### config.mk
export PLATFORM = sky130hd
export DESIGN_NAME = cc_screen_sequencer
export DESIGN_NICKNAME = d
export VERILOG_FILES = /design/src/rtl/cc_screen_sequencer.sv
export SDC_FILE = /design/constraint.sdc
export NUM_CORES = 1
export LEC_CHECK = 0
export ABC_AREA = 0
export CORE_ASPECT_RATIO = 1.75
export CORE_MARGIN = 2
export CORE_UTILIZATION = 48
export DETAILED_ROUTE_END_ITERATION = 12
export PLACE_DENSITY_LB_ADDON = 0.1
export SYNTH_ARGS = -nofsm -noshare
export SYNTH_HDL_FRONTEND = slang
export SYNTH_SLANG_ARGS = --single-unit
### constraint.sdc
create_clock -name CC_SEQ_CLOCK_50 -period 1.6 [get_ports CC_SEQ_CLOCK_50]
set_clock_uncertainty 0.05 [all_clocks]
set_input_delay 0.48 -clock CC_SEQ_CLOCK_50 [delete_from_list [all_inputs] [get_ports CC_SEQ_CLOCK_50]]
set_output_delay 0.48 -clock CC_SEQ_CLOCK_50 [all_outputs]
set_load 0.005 [all_outputs]
### src/rtl/cc_screen_sequencer.sv
// Game-flow FSM selecting COMIENZO/RANDOM/TRANSI/PIERDO screens; tracks the current level.
// Latency: an event present at clock edge N moves the state; select/load/level follow on edge N+1.
// No backpressure: event inputs are single-cycle pulses, consumed or ignored in the cycle they appear.
module cc_screen_sequencer #(
    parameter int SEQ_SELECTWIDTH  = 4,
    parameter int SEQ_TRANSI_TICKS = 4,
    parameter int SEQ_PIERDO_TICKS = 8,
    parameter int SEQ_TICKCNTWIDTH = 8,
    parameter int SEQ_LEVELWIDTH   = 4
) (
    input  logic                       CC_SEQ_CLOCK_50,
    input  logic                       CC_SEQ_RESET_InHigh,
    input  logic                       CC_SEQ_start_In,
    input  logic                       CC_SEQ_tick_In,
    input  logic                       CC_SEQ_collision_In,
    input  logic                       CC_SEQ_levelUp_In,
    output logic [SEQ_SELECTWIDTH-1:0] CC_SEQ_select_OutBUS,
    output logic                       CC_SEQ_load_Out,
    output logic [SEQ_LEVELWIDTH-1:0]  CC_SEQ_level_OutBUS
);

    // State codes double as the mux select value.
    localparam logic [1:0] ST_COMIENZO = 2'd0;
    localparam logic [1:0] ST_RANDOM   = 2'd1;
    localparam logic [1:0] ST_TRANSI   = 2'd2;
    localparam logic [1:0] ST_PIERDO   = 2'd3;

    localparam logic [SEQ_TICKCNTWIDTH-1:0] TRANSI_LAST = SEQ_TICKCNTWIDTH'(SEQ_TRANSI_TICKS - 1);
    localparam logic [SEQ_TICKCNTWIDTH-1:0] PIERDO_LAST = SEQ_TICKCNTWIDTH'(SEQ_PIERDO_TICKS - 1);
    localparam logic [SEQ_LEVELWIDTH-1:0]   LEVEL_MAX   = '1;

    logic [1:0]                  state_q,      state_d;
    logic [SEQ_TICKCNTWIDTH-1:0] tick_cnt_q,   tick_cnt_d;
    logic [SEQ_LEVELWIDTH-1:0]   level_q,      level_d;
    logic                        start_prev_q, start_prev_d;
    logic [SEQ_SELECTWIDTH-1:0]  select_q,     select_d;
    logic                        load_q,       load_d;
    logic [SEQ_LEVELWIDTH-1:0]   level_out_q,  level_out_d;
    logic                        start_rise;

    // start_prev resets high so a button held through reset release is not seen as a press.
    assign start_rise = CC_SEQ_start_In & ~start_prev_q;

    // State register: FSM state, tick counter, level and start edge detector.
    always_ff @(posedge CC_SEQ_CLOCK_50 or posedge CC_SEQ_RESET_InHigh) begin
        if (CC_SEQ_RESET_InHigh) begin
            state_q      <= ST_COMIENZO;
            tick_cnt_q   <= '0;
            level_q      <= '0;
            start_prev_q <= 1'b1;
        end else begin
            state_q      <= state_d;
            tick_cnt_q   <= tick_cnt_d;
            level_q      <= level_d;
            start_prev_q <= start_prev_d;
        end
    end

    // Next-state logic; the tick counter clears on every transition so a tick on the entry edge is not counted.
    always_comb begin
        state_d      = state_q;
        tick_cnt_d   = tick_cnt_q;
        level_d      = level_q;
        start_prev_d = CC_SEQ_start_In;
        case (state_q)
            ST_COMIENZO: begin
                if (start_rise) begin
                    state_d    = ST_RANDOM;
                    level_d    = SEQ_LEVELWIDTH'(1);
                    tick_cnt_d = '0;
                end
            end
            ST_RANDOM: begin
                // Collision takes priority over a simultaneous level-up.
                if (CC_SEQ_collision_In) begin
                    state_d    = ST_PIERDO;
                    tick_cnt_d = '0;
                end else if (CC_SEQ_levelUp_In) begin
                    state_d    = ST_TRANSI;
                    tick_cnt_d = '0;
                end
            end
            ST_TRANSI: begin
                if (CC_SEQ_tick_In) begin
                    if (tick_cnt_q == TRANSI_LAST) begin
                        state_d    = ST_RANDOM;
                        tick_cnt_d = '0;
                        level_d    = (level_q == LEVEL_MAX) ? level_q : level_q + 1'b1;
                    end else begin
                        tick_cnt_d = tick_cnt_q + 1'b1;
                    end
                end
            end
            default: begin
                if (CC_SEQ_tick_In) begin
                    if (tick_cnt_q == PIERDO_LAST) begin
                        state_d    = ST_COMIENZO;
                        tick_cnt_d = '0;
                        level_d    = '0;
                    end else begin
                        tick_cnt_d = tick_cnt_q + 1'b1;
                    end
                end
            end
        endcase
    end

    // Output decode: select mirrors the state code, load flags any change of select.
    always_comb begin
        select_d    = SEQ_SELECTWIDTH'(state_q);
        load_d      = (select_d != select_q);
        level_out_d = level_q;
    end

    // Output register: every output leaves the block from a flop.
    always_ff @(posedge CC_SEQ_CLOCK_50 or posedge CC_SEQ_RESET_InHigh) begin
        if (CC_SEQ_RESET_InHigh) begin
            select_q    <= '0;
            load_q      <= 1'b0;
            level_out_q <= '0;
        end else begin
            select_q    <= select_d;
            load_q      <= load_d;
            level_out_q <= level_out_d;
        end
    end

    assign CC_SEQ_select_OutBUS = select_q;
    assign CC_SEQ_load_Out      = load_q;
    assign CC_SEQ_level_OutBUS  = level_out_q;

endmodule

==> metrics.md <==
| Metric | Value |
|---|---|
| DP HPWL | about 2100 µm |
| Ranking of synthesized cells by area | dfrtp_1 (47%), nand3_1 (4.9%), xnor2_1 (3.1%), dfstp_2 (2.3%), nand2_1 (2.3%) |
| Final-report setup violation count | 6 |
| Crit path max fanout | 3 |
| Initial antenna violation count | 0 |
| Pin count of the biggest net entering global routing | 13 |
| Die ar. | approximately 2800 µm² |
| CTS Buf Count | 3 |
| Worst-path clk slew | 80 ps |
| Final hold vios | 0 |
| Commonest non-fill, non-tap cell in the layout | buf_4 |
| CTS tree | yes |
| Max clock buf depth | 2 |
| Number of global-route vias before repair | 1,042 |
| Mux cell area share after synthesis | under 10% |
| CTS sink count | 22 |
| Crit path arrival time | approximately 1900 ps |
| Most frequent cells in the layout | buf_4 (28), dfrtp_1 (20), nand3_1 (11) |
| CTS Root Cell | clkbuf_8 |
| RR Endpoint | level_out_d[0] |
| Post-Syn Instances | 110 |
| Cell Rows | 23 |
| Die extent in x | 40.6 µm |
| # diodes | 0 |
| I/O Buffers | 12 |
| # Max-Cap Violations | 0 |
| I/O pin total | 15 |
| RSZ-0062 raised after global routing | true |
| Synth top area share | 46.7% |
| Post-cts hold buffer count | 0 |
| DR vias | just over 1,000 |
| First-pass GRT wire length | 4410 µm |
| Post-synth EDFFs | 0 |
| Vias/cell | approximately 5.8 |
| Sequential area share after synthesis | 49.0% |
| Gr usage total | between 20% and 30% |
| Cell total after placement | roughly 170 |
| Hold WC Path Type | input pin to asynchronous set/reset pin |
| Post-Route WL | between 2000 and 3000 µm |
| Simple-gate share of the synthesized area | 26.4% |
| Post-route antenna net violation count | 0 |
| Final worst slack | -166 ps |
| Final Non-Filler Cells | roughly 180 |
| Setup crit end kind | flip-flop |
| Cell taking the most area after synthesis | dfrtp_1 |
| FFs w/ async S/R, synth | 100% |
| Initial Utilization | about half |
| Total grt overflow | 0 |
| Adder-Cell Fraction of Synth Area | 2.22% |
| Synth-to-Final Area Change | 40.0% |
| Drt first pass iters | 4 |
| Flops & latches, synth | 22 |
| Iteration-0 DRC Markers | 29 |
| Failing checks | negative setup slack |
| WL/cell | 15.7 µm |
| Outcome | finished with violations |
| GPL Wtd Cong | roughly 0.8 |
| Compound-Gate Fraction of Synth Area | roughly an eighth |
| Post-synth top flop | dfrtp_1 |
| Yosys cell types | 43 |
| Post-Synth XOR/XNOR Area | 3.11% |
| Highest clock rate | 566 MHz |
| P_leak | around 0.76 nW |
| Reg2Reg Launch Point | tick_cnt_q[3] |
| Die Ht | 68.1 µm |
| # DRC | 0 |
| Largest family of logic cells by synthesized area | simple AND/OR/NAND/NOR gates |
| Max rail drop VDD | between 0.8 and 0.9 mV |
| Final net count | roughly 160 |
| Min Tclk post-route | 1770 ps |
| Final worst path period share | 110% |
| Mapped cell area | between 1000 and 1500 µm² |
| Worst r2r path cells | 4 |
| Final slew viol count | 0 |
| Syn. warnings | 0 |
| Nature of the critical path startpoint | flip-flop |
| Clock latency on the worst-skew pair | around 260 ps |
| Fill count | between 150 and 200 |
| Internal reg-to-reg setup slack | -170 ps |
| Crit Path Class | flip-flop to flip-flop |
| Fraction of layout cells with a size suffix above 1 | between 30% and 40% |
| Hold Slack | ~350 ps |
| Core area | 2240 µm² |
| Syn_area_per_cell | ~10 µm² |
| CP required | 1700 ps |
| PD cells | 1090 nW/µm² |
| H-tree Lvls | 1 |
-- area by class of cell --
| class | count | area, µm² | share of cell area (%) |
|---|---|---|---|
| multi-input combinational | 81 | 584 | 37.1 |
| sequential | 22 | 553 | 35.1 |
| timing repair buffer | 42 | 342 | 21.7 |
| inverter | 3 | 11.3 | 0.714 |
| clock buffer | 4 | 55.1 | 3.49 |
| tap | 25 | 31.3 | 1.98 |
-- worst max-delay path: stages (launching register included) --
cell      delay [ps]
dfrtp_1          380
or4_4            530
and4bb_1         310
o21ai_2           90
mux2_4           300
-- worst max path at each step --
stage                         start             end
global route          tick_cnt_q[3]  level_out_d[0]
detailed placement  CC_SEQ_start_In  level_out_d[0]
global placement    CC_SEQ_start_In  level_out_d[0]
floorplan             tick_cnt_q[6]  level_out_d[0]
CTS                   tick_cnt_q[3]  level_out_d[0]
finish                tick_cnt_q[3]  level_out_d[0]
-- cell families after synthesis --
group                    after synthesis
AO/OA/AOI/OAI                         20
other                                  1
XOR/XNOR                               4
AND/OR/NAND/NOR                       52
flip-flops                            22
buffers and inverters                  8
multiplexers                           1
adder cells (fa/ha/maj)                2
-- per-layer routing --
layer | up-vias | track usage [%] | wire length [µm]
met2 | 28 | 44.0 | 1620
met5 | - | 0 | 0
met4 | 0 | 14.2 | 91
met3 | 8 | 2.27 | 78
met1 | 491 | 22.4 | 988
li1 | 491 | - | -
-- where the power goes --
group,internal (W),switching [W]
clock,0.000219,0.000184
sequential,0.000630,0.0000674
combinational,0.000328,0.000296
total,0.00118,0.000547
-- cells in the mapped netlist (2+ instances only) --
| library cell | count |
|---|---|
| dfrtp_1 | 21 |
| nand4_1 | 4 |
| buf_4 | 3 |
| nand3_1 | 11 |
| ha_1 | 2 |
| a211o_1 | 3 |
| inv_1 | 3 |
| o22ai_1 | 2 |
| nor3_1 | 5 |
| nand2_1 | 7 |
| o221ai_1 | 2 |
| nor2b_1 | 3 |
| nor2_1 | 4 |
| o21ai_0 | 4 |
| o211ai_1 | 2 |
| xnor2_1 | 4 |
| and3_1 | 4 |
-- metrics by stage --
stage	util, %	instance area (µm²)	total power, W	setup TNS (ps)	setup WS [ps]
finish	70.2	1580	0.00172	-464	-166
global route	70.2	1580	0.00180	-959	-211
CTS	68.5	1540	0.00168	-486	-171
detailed placement	63.5	1430	0.00124	-5020	-481
global placement	63.5	1430	0.00121	-4610	-458
floorplan	-	1140	0.000983	-537	-180
-- what timing repair did --
| item | in CTS | in global routing |
|---|---|---|
| endpoints found under the setup margin | 18 | 12 |
| resized for setup | 17 | 7 |
| buffers inserted | 4 | 3 |
| pin swaps | 8 | 5 |
-- sequential cells by signal (all words and copies together), names as in the netlist --
name	cells
tick_cnt_q	8
start_prev_q	1
level_out_d	4
CC_SEQ_level_OutBUS	4
CC_SEQ_load_Out	1
CC_SEQ_select_OutBUS	2
state_q	2
Power figures use the tool's default switching activity.
